## src/rtl/lpc_encode_avalon_ctl.sv

```systemverilog
`timescale 1ns/1ps
// lpc_encode_avalon_ctl
// Avalon-MM slave front-end for an lpc_encode-style core. Maps the sample,
// residue and coefficient stores plus a small control/status block into one
// word-address space and sequences a frame run with busy protection.
module lpc_encode_avalon_ctl #(
    parameter int FRAME_LEN = 160,
    parameter int ORDER     = 10,
    parameter int DATA_W    = 16,
    parameter int ADDR_W    = 9,
    localparam int IDX_W    = $clog2(FRAME_LEN)
) (
    input  logic              clock,
    input  logic              reset_n,
    input  logic              chipselect,
    input  logic              read,
    input  logic              write,
    input  logic [ADDR_W-1:0] address,
    input  logic [DATA_W-1:0] writedata,
    output logic [DATA_W-1:0] readdata,
    output logic              irq,
    output logic              core_start,
    input  logic              core_rready,
    output logic              core_x_wen,
    output logic [IDX_W-1:0]  core_x_waddr,
    output logic [IDX_W-1:0]  core_x_raddr,
    output logic [DATA_W-1:0] core_x_din,
    input  logic [DATA_W-1:0] core_x_dout,
    output logic [IDX_W-1:0]  core_res_raddr,
    input  logic [DATA_W-1:0] core_res_dout,
    output logic [ORDER-1:0]  core_a_rsel,
    input  logic [31:0]       core_a_dout
);

    // Region bases, all derived from the frame length and LPC order.
    localparam logic [ADDR_W-1:0] R_BASE = ADDR_W'(FRAME_LEN);
    localparam logic [ADDR_W-1:0] A_BASE = ADDR_W'(2 * FRAME_LEN);
    localparam logic [ADDR_W-1:0] C_BASE = ADDR_W'(2 * FRAME_LEN + 2 * ORDER);

    typedef enum logic [1:0] {
        ST_IDLE   = 2'd0,
        ST_LAUNCH = 2'd1,
        ST_RUN    = 2'd2,
        ST_DONE   = 2'd3
    } state_t;

    state_t             state_r;
    logic               first_run_r;
    logic [31:0]        cyc_run_r;
    logic [31:0]        cyc_r;
    logic [15:0]        frame_cnt_r;
    logic               core_start_r;
    logic               done_sticky_r;
    logic               err_sticky_r;
    logic [1:0]         irq_en_r;
    logic               irq_r;
    logic [DATA_W-1:0]  readdata_r;

    logic               x_hit_s;
    logic               res_hit_s;
    logic               a_hit_s;
    logic               ctl_hit_s;
    logic [ADDR_W-1:0]  c_off_s;
    logic [ADDR_W-1:0]  a_off_s;
    logic [ADDR_W-1:0]  a_idx_s;
    logic               wr_s;
    logic               rd_s;
    logic               busy_s;
    logic               start_req_s;
    logic               start_ok_s;
    logic               start_err_s;
    logic               x_wr_s;
    logic               err_set_s;
    logic               done_set_s;
    logic               done_clr_s;
    logic               err_clr_s;
    logic               en_wr_s;
    logic [DATA_W-1:0]  rd_mux_s;

    // Address decode: every region is a half-open range above its base.
    assign x_hit_s   = (address < R_BASE);
    assign res_hit_s = (address >= R_BASE) && (address < A_BASE);
    assign a_hit_s   = (address >= A_BASE) && (address < C_BASE);
    assign c_off_s   = address - C_BASE;
    assign ctl_hit_s = (address >= C_BASE) && (c_off_s < ADDR_W'(3'd6));
    assign a_off_s   = address - A_BASE;
    assign a_idx_s   = a_off_s >> 1;

    assign wr_s   = chipselect & write;
    assign rd_s   = chipselect & read;
    assign busy_s = (state_r != ST_IDLE);

    // Start handling: a start in the DONE cycle is silently dropped, any
    // other start while busy is flagged.
    assign start_req_s = wr_s & ctl_hit_s & (c_off_s == ADDR_W'(3'd0)) & writedata[0];
    assign start_ok_s  = start_req_s & (state_r == ST_IDLE);
    assign start_err_s = start_req_s & busy_s & (state_r != ST_DONE);

    assign x_wr_s     = wr_s & x_hit_s;
    assign err_set_s  = start_err_s | (x_wr_s & busy_s) | (wr_s & (res_hit_s | a_hit_s));
    assign done_set_s = (state_r == ST_DONE);
    assign done_clr_s = wr_s & ctl_hit_s & (c_off_s == ADDR_W'(3'd1)) & writedata[2];
    assign err_clr_s  = wr_s & ctl_hit_s & (c_off_s == ADDR_W'(3'd1)) & writedata[3];
    assign en_wr_s    = wr_s & ctl_hit_s & (c_off_s == ADDR_W'(3'd2));

    // Core-side store access is combinational so the core sees the bus cycle directly.
    assign core_x_wen     = x_wr_s & ~busy_s;
    assign core_x_waddr   = address[IDX_W-1:0];
    assign core_x_raddr   = address[IDX_W-1:0];
    assign core_x_din     = writedata;
    assign core_res_raddr = IDX_W'(address - R_BASE);
    assign core_a_rsel    = a_hit_s ? (ORDER'(1'b1) << a_idx_s) : {ORDER{1'b0}};

    assign core_start = core_start_r;
    assign irq        = irq_r;
    assign readdata   = readdata_r;

    // Read-data selection for the registered read port.
    always_comb begin
        rd_mux_s = {DATA_W{1'b0}};
        if (x_hit_s) begin
            rd_mux_s = core_x_dout;
        end else if (res_hit_s) begin
            rd_mux_s = core_res_dout;
        end else if (a_hit_s) begin
            if (a_off_s[0]) begin
                rd_mux_s = DATA_W'(core_a_dout[31:16]);
            end else begin
                rd_mux_s = DATA_W'(core_a_dout[15:0]);
            end
        end else if (ctl_hit_s) begin
            case (c_off_s)
                ADDR_W'(3'd1): rd_mux_s = DATA_W'({12'h000, err_sticky_r, done_sticky_r,
                                                   busy_s, core_rready});
                ADDR_W'(3'd2): rd_mux_s = DATA_W'({14'h0000, irq_en_r});
                ADDR_W'(3'd3): rd_mux_s = DATA_W'(frame_cnt_r);
                ADDR_W'(3'd4): rd_mux_s = DATA_W'(cyc_r[15:0]);
                ADDR_W'(3'd5): rd_mux_s = DATA_W'(cyc_r[31:16]);
                default:       rd_mux_s = {DATA_W{1'b0}};
            endcase
        end else begin
            rd_mux_s = {DATA_W{1'b0}};
        end
    end

    // Frame sequencer: launch pulse, cycle counting, completion bookkeeping.
    always_ff @(posedge clock or negedge reset_n) begin
        if (!reset_n) begin
            state_r      <= ST_IDLE;
            first_run_r  <= 1'b0;
            cyc_run_r    <= 32'd0;
            cyc_r        <= 32'd0;
            frame_cnt_r  <= 16'd0;
            core_start_r <= 1'b0;
        end else begin
            core_start_r <= 1'b0;
            case (state_r)
                ST_IDLE: begin
                    if (start_ok_s) begin
                        state_r      <= ST_LAUNCH;
                        core_start_r <= 1'b1;
                    end else begin
                        state_r <= ST_IDLE;
                    end
                end
                ST_LAUNCH: begin
                    cyc_run_r   <= 32'd0;
                    first_run_r <= 1'b1;
                    state_r     <= ST_RUN;
                end
                ST_RUN: begin
                    first_run_r <= 1'b0;
                    // The exit cycle is not counted, so CYC reports N-1 for a
                    // core that answers N cycles after its start pulse.
                    if (!first_run_r && core_rready) begin
                        state_r <= ST_DONE;
                    end else begin
                        state_r <= ST_RUN;
                        if (cyc_run_r != {32{1'b1}}) begin
                            cyc_run_r <= cyc_run_r + 32'd1;
                        end else begin
                            cyc_run_r <= cyc_run_r;
                        end
                    end
                end
                ST_DONE: begin
                    cyc_r       <= cyc_run_r;
                    frame_cnt_r <= frame_cnt_r + 16'd1;
                    state_r     <= ST_IDLE;
                end
                default: begin
                    state_r <= ST_IDLE;
                end
            endcase
        end
    end

    // Sticky status, interrupt enables and the registered interrupt line.
    always_ff @(posedge clock or negedge reset_n) begin
        if (!reset_n) begin
            done_sticky_r <= 1'b0;
            err_sticky_r  <= 1'b0;
            irq_en_r      <= 2'b00;
            irq_r         <= 1'b0;
        end else begin
            done_sticky_r <= done_set_s | (done_sticky_r & ~done_clr_s);
            err_sticky_r  <= err_set_s  | (err_sticky_r  & ~err_clr_s);
            if (en_wr_s) begin
                irq_en_r <= writedata[1:0];
            end else begin
                irq_en_r <= irq_en_r;
            end
            irq_r <= (done_sticky_r & irq_en_r[0]) | (err_sticky_r & irq_en_r[1]);
        end
    end

    // Read port: capture on a read strobe, hold otherwise.
    always_ff @(posedge clock or negedge reset_n) begin
        if (!reset_n) begin
            readdata_r <= {DATA_W{1'b0}};
        end else if (rd_s) begin
            readdata_r <= rd_mux_s;
        end else begin
            readdata_r <= readdata_r;
        end
    end

endmodule

```

## config.mk

```make
export PLATFORM = sky130hd
export DESIGN_NAME = lpc_encode_avalon_ctl
export DESIGN_NICKNAME = d
export VERILOG_FILES = /design/src/rtl/lpc_encode_avalon_ctl.sv
export SDC_FILE = /design/constraint.sdc
export NUM_CORES = 1
export LEC_CHECK = 0
export ABC_AREA = 1
export CAP_MARGIN = 20
export CORE_UTILIZATION = 56
export CTS_BUF_LIST = sky130_fd_sc_hd__clkbuf_4
export CTS_CLUSTER_DIAMETER = 150
export CTS_CLUSTER_SIZE = 28
export DETAILED_ROUTE_END_ITERATION = 7
export PLACE_DENSITY = 0.88
export REMOVE_ABC_BUFFERS = 1
export SYNTH_ARGS = -nofsm -noshare
export SYNTH_HDL_FRONTEND = slang
export SYNTH_SLANG_ARGS = --single-unit
```

## constraint.sdc

```tcl
create_clock -name clock -period 6.5 [get_ports clock]
set_input_delay 1.95 -clock clock [delete_from_list [all_inputs] [get_ports clock]]
set_output_delay 1.95 -clock clock [all_outputs]
set_load 0.1 [all_outputs]
```

==> results by group, run 1 <==
Synthesis
  • Number of distinct library cells after synthesis: 40
  • Cell Area, Synth: just under 7000 um^2
  • Register area share after synthesis: 0.3787
  • Largest area contributor in the synthesized netlist: dfrtp_1
  • Predominant post-synthesis flop cell: dfrtp_1
  • Most common library cells after synthesis: nand2_1 (271), dfrtp_1 (105), inv_1 (79)
  • Seq cells post-synth: 105
  • Synth top area share: 0.3787
  • Count leader, synth: nand2_1
  • Synth area leaders: dfrtp_1 (38%), nand2_1 (15%), nand4_1 (6.4%)
  • Synth async-reset ratio: 1.000
  • YS warnings: 0
  • Mapped Cells: 952
  • Mapped Avg Cell Area: approximately 7.3 um^2
  • EDFF count, synth: 0

Floorplan
  • Die width: 113.3 um
  • Die Ht: approximately 110 um
  • Core Rows: 40
  • Die Footprint: 12840 um^2
  • Starting Density: 0.5753
  • Io pins: 164
  • Area of the core: 12060 um^2

Route
  • Vias: 6731
  • Met2 wire length: just under 9 mm
  • WL final: 18.92 mm
  • Max layer used: met4
  • # DRC: 0
  • DR vias/cell: 5.572
  • Routed Antenna Nets: 0
  • First-pass iteration count of the detailed router: 5
  • Met1 wire length: about 8.3 mm
  • DR iter-0 viols: 751
  • Metal3 WL: roughly 1.4 mm
  • Routed len/inst: 15.66 um

Critical path
  • CP endpoint kind: output pin
  • CP Max Fanout: 9
  • CP dominant cell by count: nand3_1
  • WP buf/inv: 3
  • Critical-path cell list: clkdlybuf4s50_1, inv_2, ha_1, nand3_1, nand3_1, a22oi_1, nand4_1, nor2_1, buf_12
  • Setup crit start kind: input pin
  • Reg-to-reg setup timing slack: 4.06 ns
  • R2r endpoint: cyc_run_r[22]$_DFFE_PN0P_
  • Worst R2R Path Depth: 15
  • WS Path Type: in -> out
  • R2R Path Start: cyc_run_r[1]$_DFFE_PN0P_
  • Crit path max-delay family: buffers and inverters
  • CP startpoint: address[5]
  • Worst path required time: ~4.6 ns
  • CP Data Arrival Time: 4.25 ns
  • CP max-delay cell: clkdlybuf4s50_1
  • Peak per-stage delay on the critical path: 0.58 ns

Run status
  • Outcome: finished clean

Power and ir drop
  • Comb pwr share: 0.297
  • Max VDD drop: about 0.14 mV
  • Sw Share: 0.3700
  • Design internal power: 901.0 uW
  • Clock share of power: 0.229
  • Sequential Power Share: 0.474
  • Net Switching: approximately 530 uW
  • Static Leak: 3.866 nW
  • Pwr Density: 172.6 nW/um^2

Place
  • PortBufs: between 100 and 150
  • Gp weighted congestion: between 1 and 1.5
  • Area after DPL: 8163 um^2
  • Hpwl dp: 14.33 mm
  • Placed instance count: 1193

Timing
  • Final Hold Viols: 0
  • Final setup vio count: 0
  • RSZ-0062 raised after global routing: no
  • WHS: 0.4927 ns
  • Final Slew Violations: 0
  • Clk_skew: 0.01823 ns
  • Crit share post-route: 0.9534
  • Max frequency: 0.1614 GHz
  • Slew HR: 0.3179
  • Tightest Pin Transition: approximately 1.0 ns
  • Setup_tns: 0 ns
  • Min cycle time layout: 6.197 ns

Cells and area
  • Synth-to-Final Area Change: 19.44%
  • Non-Filler Instances: approximately 1200
  • Post-layout nets: 1143
  • FILL cells: 1013
  • Post-layout util: 0.6871
  • Share of layout cells above drive strength 1: 0.1125
  • Ant diodes: 0
  • Finished Cell Area: 8288 um^2

Clock network
  • Max Root-Sink Buffers: 2
  • Post-CTS setup buffer count: 0
  • Clk root buf: clkbuf_4
  • Post-CTS sizing: 0
  • H-tree levels: 3
  • Clk sinks: around 110
  • Cts hold-fix bufs: 0
  • Worst-path clk slew: 0.16 ns
  • Worst skew pair latency: approximately 0.47 ns
  • CTS buffer count: 9
  • CTS tree: built

Worst hold path
  • WHS Path Cells: 1
  • Hold Startpoint: frame_cnt_r[15]$_DFFE_PN0N_
  • Hold crit path type: reg -> reg
  • Hold EP: frame_cnt_r[15]$_DFFE_PN0N_

Global route
  • Total GRT Usage: 0.3036
  • First-pass GRT wire length: 30.79 mm
  • Initial antenna violation count: 0
  • Vias in the first global route: 6216
  • Largest net degree at the start of global routing: 62
  • Total global routing overflow: 0

Job
  • Max_cap viols: 0
final cells by class:
class                      instances  area, um^2  area share
timing repair buffer             150        1511      0.1824
clock buffer                       9       67.56    0.008152
tap                              168       210.2     0.02536
clock inverter                     6       57.56    0.006944
multi-input combinational        678        3466      0.4182
sequential                       105        2628      0.3170
inverter                          92       347.8     0.04197
how the worst max path moves through the flow:
stage | depth (start not counted) | slack, ns | end
2_1_floorplan | 7 | -0.54 | core_a_rsel[0]
5_1_grt | 9 | 0.17 | core_a_rsel[3]
6_report | 9 | 0.30 | core_a_rsel[3]
3_5_place_dp | 9 | 0.33 | core_a_rsel[3]
4_1_cts | 9 | 0.34 | core_a_rsel[3]
3_3_place_gp | 9 | 0.48 | core_a_rsel[0]
through the flow:
stage	power (mW)	setup slack (ns)
2_1_floorplan	0.9032	-0.5414
3_3_place_gp	1.108	0.4794
5_1_grt	1.486	0.1652
3_5_place_dp	1.113	0.3258
4_1_cts	1.439	0.3403
6_report	1.430	0.3031
power groups by stage:
stage | logic [mW] | clock network [mW] | registers (mW)
detailed placement | 0.423 | 0 | 0.690
CTS | 0.424 | 0.337 | 0.678
global placement | 0.418 | 0 | 0.690
finish | 0.424 | 0.328 | 0.678
global route | 0.446 | 0.360 | 0.680
floorplan | 0.0951 | 0 | 0.808
per-layer routing:
metal / vias to the layer above / global-route usage
met5: - / 0
met3: 34 / 0.07070
met1: 3134 / 0.3880
li1: 3284 / -
met4: 0 / 0.1053
met2: 279 / 0.5063
sequential cells by signal, summed over array words and instances (netlist names):
name / flops
irq_en_r: 2
cyc_r: 32
irq: 1
core_start: 1
readdata: 16
done_sticky_r: 1
first_run_r: 1
frame_cnt_r: 16
cyc_run_r: 32
err_sticky_r: 1
state_r: 2
cells in the final DEF, fill, tap and decap left out, types with 2 or more instances in the layout:
| cell type | count |
|---|---|
| inv_2 | 10 |
| or2_0 | 3 |
| nand3b_1 | 2 |
| nor4_1 | 11 |
| dfrtp_1 | 105 |
| ha_1 | 12 |
| o211ai_1 | 18 |
| or2_2 | 29 |
| a211oi_1 | 2 |
| nand3_2 | 3 |
| o21ai_0 | 42 |
| nand3_1 | 64 |
| nor2_4 | 2 |
| nor3_1 | 20 |
| nand2_1 | 271 |
| buf_4 | 40 |
| xor2_1 | 15 |
| xnor2_1 | 11 |
| nor2_2 | 2 |
| clkdlybuf4s50_1 | 99 |
| inv_1 | 79 |
| clkbuf_4 | 9 |
| nand2_2 | 3 |
| o31ai_1 | 12 |
| a21oi_1 | 15 |
| clkinv_1 | 5 |
| buf_12 | 11 |
| nand4_1 | 71 |
| nor2_1 | 60 |
kinds of logic after synthesis:
group | share of synthesized area
buffers and inverters | 0.1224
flip-flops | 0.3787
adder cells (fa/ha/maj) | 0.02164
XOR/XNOR | 0.03282
AO/OA/AOI/OAI | 0.08312
multiplexers | 0.001623
AND/OR/NAND/NOR | 0.3597
Note: power is estimated with default switching activity, not from simulation.
==> inputs of run 2 (changes only) <==
Settings changed: CORE_ASPECT_RATIO set to 1.25, SLEW_MARGIN set to 20.
==> run 2 against run 1 <==
Count of clock-buffer cells in the layout is the same. Final cell count fell by 0.33%. Die area barely moved. Clock power shrank 4%. Combinational power about the same. Critical path depth stayed put. Total power fell by 1.1%. Via count increased by 0.45%. Register-to-register slack got worse by 0.08 ns. Sequential power about the same. Non-clock buffer count is 1 lower. Largest cell class unchanged. Largest power group unchanged. Highest routed layer unchanged.
==> results by group, run 2 (same netlist as run 1, synthesis figures left out) <==
Run status
  • Outcome: finished clean (unchanged)

Cells and area
  • Synth-to-Final Area Change: 19.20% (was 19.44%)
  • Share of layout cells above drive strength 1: 0.1144 (was 0.1125)
  • FF/Latch Area: 2628 um^2 (unchanged)
  • FILL cells: 1005 (was 1013)
  • Largest registers: cyc_r: 32 flops, cyc_run_r: 32 flops (unchanged)
  • Most common cell after layout, fill and taps aside: nand2_1 (unchanged)
  • Post-layout nets: 1142 (was 1143)
  • Post-layout util: 0.6833 (was 0.6871)
  • Finished Cell Area: 8272 um^2 (was 8288 um^2)
  • Ant diodes: 0 (unchanged)
  • Area of the multi-input gates: 3466 um^2 (unchanged)
  • Most frequent cells in the layout: nand2_1 (271), dfrtp_1 (105), clkdlybuf4s50_1 (99), inv_1 (79), nand4_1 (71) (unchanged)

Clock network
  • CTS buffer count: 9 (unchanged)
  • Clk root buf: clkbuf_4 (unchanged)
  • H-tree levels: 3 (unchanged)
  • Max Root-Sink Buffers: 2 (unchanged)
  • Worst skew pair latency: 0.49 ns (was 0.47 ns)
  • Cts hold-fix bufs: 0 (unchanged)
  • Post-CTS sizing: 0 (unchanged)
  • Clk sinks: 105 (unchanged)
  • CTS tree: built (unchanged)
  • Post-CTS setup buffer count: 0 (unchanged)
  • Worst-path clk slew: 0.16 ns (about the same)

Power and ir drop
  • Static Leak: 3.862 nW (was 3.866 nW)
  • Design internal power: 869.8 uW (was 901.0 uW)
  • Sequential Power Share: 0.479 (was 0.474)
  • Net Switching: 545.1 uW (was 529.2 uW)
  • Comb pwr share: 0.298 (was 0.297)
  • Pwr Density: 171.1 nW/um^2 (was 172.6 nW/um^2)
  • Max VDD drop: 0.1138 mV (was 0.1352 mV)
  • Sw Share: 0.3853 (was 0.3700)
  • Clock share of power: 0.223 (was 0.229)

Route
  • DR vias/cell: 5.615 (was 5.572)
  • Vias: 6761 (was 6731)
  • WL final: 18.59 mm (was 18.92 mm)
  • # DRC: 0 (unchanged)
  • Routed len/inst: 15.44 um (was 15.66 um)
  • DR iter-0 viols: 544 (was 751)
  • First-pass iteration count of the detailed router: 6 (was 5)
  • Routed Antenna Nets: 0 (unchanged)

Timing
  • Tightest Pin Transition: 1.072 ns (was 1.020 ns)
  • Final Hold Viols: 0 (unchanged)
  • Clk_skew: 0.007805 ns (was 0.01823 ns)
  • Final WS setup: 0.3154 ns (was 0.3031 ns)
  • Slew HR: 0.2829 (was 0.3179)
  • Min cycle time layout: 6.185 ns (was 6.197 ns)
  • RSZ-0062 raised after global routing: no (unchanged)
  • Final Slew Violations: 0 (unchanged)
  • Crit share post-route: 0.9515 (was 0.9534)
  • Max frequency: 0.1617 GHz (was 0.1614 GHz)
  • Final setup vio count: 0 (unchanged)

Floorplan
  • Die Footprint: 12840 um^2 (about the same)
  • Core Rows: 45 (was 40)
  • Die width: 101.6 um (was 113.3 um)
  • Die Ht: 126.5 um (was 113.3 um)
  • Io pins: 164 (unchanged)
  • Starting Density: 0.5732 (was 0.5753)
  • Area of the core: 12110 um^2 (was 12060 um^2)

Critical path
  • CP max-delay cell: clkdlybuf4s50_1 (unchanged)
  • Crit. path cell count: 9 (unchanged)
  • CP Data Arrival Time: 4.23 ns (was 4.25 ns)
  • CP Max Fanout: 9 (unchanged)
  • WS Path Type: in -> out (unchanged)
  • Crit path max-delay family: buffers and inverters (unchanged)
  • Setup crit start kind: input pin (unchanged)
  • WP buf/inv: 3 (unchanged)
  • Reg-to-reg setup timing slack: 3.98 ns (was 4.06 ns)
  • Worst path required time: 4.55 ns (about the same)
  • Peak per-stage delay on the critical path: 0.59 ns (was 0.58 ns)
  • CP endpoint kind: output pin (unchanged)
  • Worst R2R Path Depth: 11 (was 15)
  • Critical-path cell list: clkdlybuf4s50_1, inv_2, ha_1, nand3_1, nand3_1, a22oi_1, nand4_1, nor2_1, buf_12 (unchanged)
  • CP dominant cell by count: nand3_1 (unchanged)

Job
  • Max_cap viols: 0 (unchanged)

Global route
  • Total global routing overflow: 0 (unchanged)
  • Total GRT Usage: 0.2974 (was 0.3036)
  • Initial antenna violation count: 0 (unchanged)
  • Largest net degree at the start of global routing: 59 (was 62)
  • First-pass GRT wire length: 30.14 mm (was 30.79 mm)
  • Vias in the first global route: 6271 (was 6216)

Place
  • PortBufs: 139 (unchanged)
  • Worst Setup Slack post-DPL: 0.3645 ns (was 0.3258 ns)
  • Gp weighted congestion: 0.9820 (was 1.010)
  • Area after DPL: 8150 um^2 (was 8163 um^2)
  • Hpwl dp: 13.94 mm (was 14.33 mm)

Worst hold path
  • Hold crit path type: reg -> reg (unchanged)
  • WHS Path Cells: 2 (was 1)
-- run 2: routing by layer --
layer,global-route usage,vias to the layer above,part of all wire
met5,0,-,0
met4,0.1057,0,0.024
li1,-,3284,-
met1,0.3861,3183,0.42
met3,0.05124,37,0.070
met2,0.4960,257,0.49
-- run 2: final cells by class --
type | count | area share
repair buffers | 149 | 0.1818
clock inverters | 7 | 0.006504
inverters | 92 | 0.04205
well taps | 164 | 0.02481
flip-flops and latches | 105 | 0.3177
multi-input cells | 678 | 0.4190
clock buffers | 9 | 0.008168
-- run 2: worst min-delay path, cell delays in order, from the launching register on --
cell,delay (ns)
dfrtp_1,0.38
nand2_1,0.05
nand2_1,0.05
-- run 2: path summary, 6_finish.rpt --
check | startpoint | end
max reg2reg | state_r[0]$_DFF_PN0_ | cyc_run_r[9]$_DFFE_PN0P_
min in group asynchronous | reset_n | readdata[14]$_DFFE_PN0P_
min reg2reg | cyc_r[28]$_DFFE_PN0N_ | cyc_r[28]$_DFFE_PN0N_
min | cyc_r[28]$_DFFE_PN0N_ | cyc_r[28]$_DFFE_PN0N_
max | address[5] | core_a_rsel[6]
max in group asynchronous | reset_n | irq$_DFF_PN0_
-- run 2: through the flow --
| step | power, mW | setup TNS (ns) | hold WS, ns | cells |
|---|---|---|---|---|
| finish | 1.415 | 0 | 0.4976 | 1204 |
| global placement | 1.106 | 0 | 0.4549 | 1188 |
| CTS | 1.421 | 0 | 0.4950 | 1204 |
| global route | 1.468 | 0 | 0.5173 | 1204 |
| detailed placement | 1.111 | 0 | 0.4589 | 1188 |
| floorplan | 0.9032 | -5.186 | 0.4420 | 875 |
-- run 2: power by group through the flow --
| stage | sequential [mW] | clock [mW] | combinational, mW |
|---|---|---|---|
| 6_report | 0.678 | 0.316 | 0.421 |
| 3_3_place_gp | 0.690 | 0 | 0.416 |
| 5_1_grt | 0.680 | 0.342 | 0.445 |
| 3_5_place_dp | 0.691 | 0 | 0.420 |
| 2_1_floorplan | 0.808 | 0 | 0.0951 |
| 4_1_cts | 0.678 | 0.321 | 0.422 |
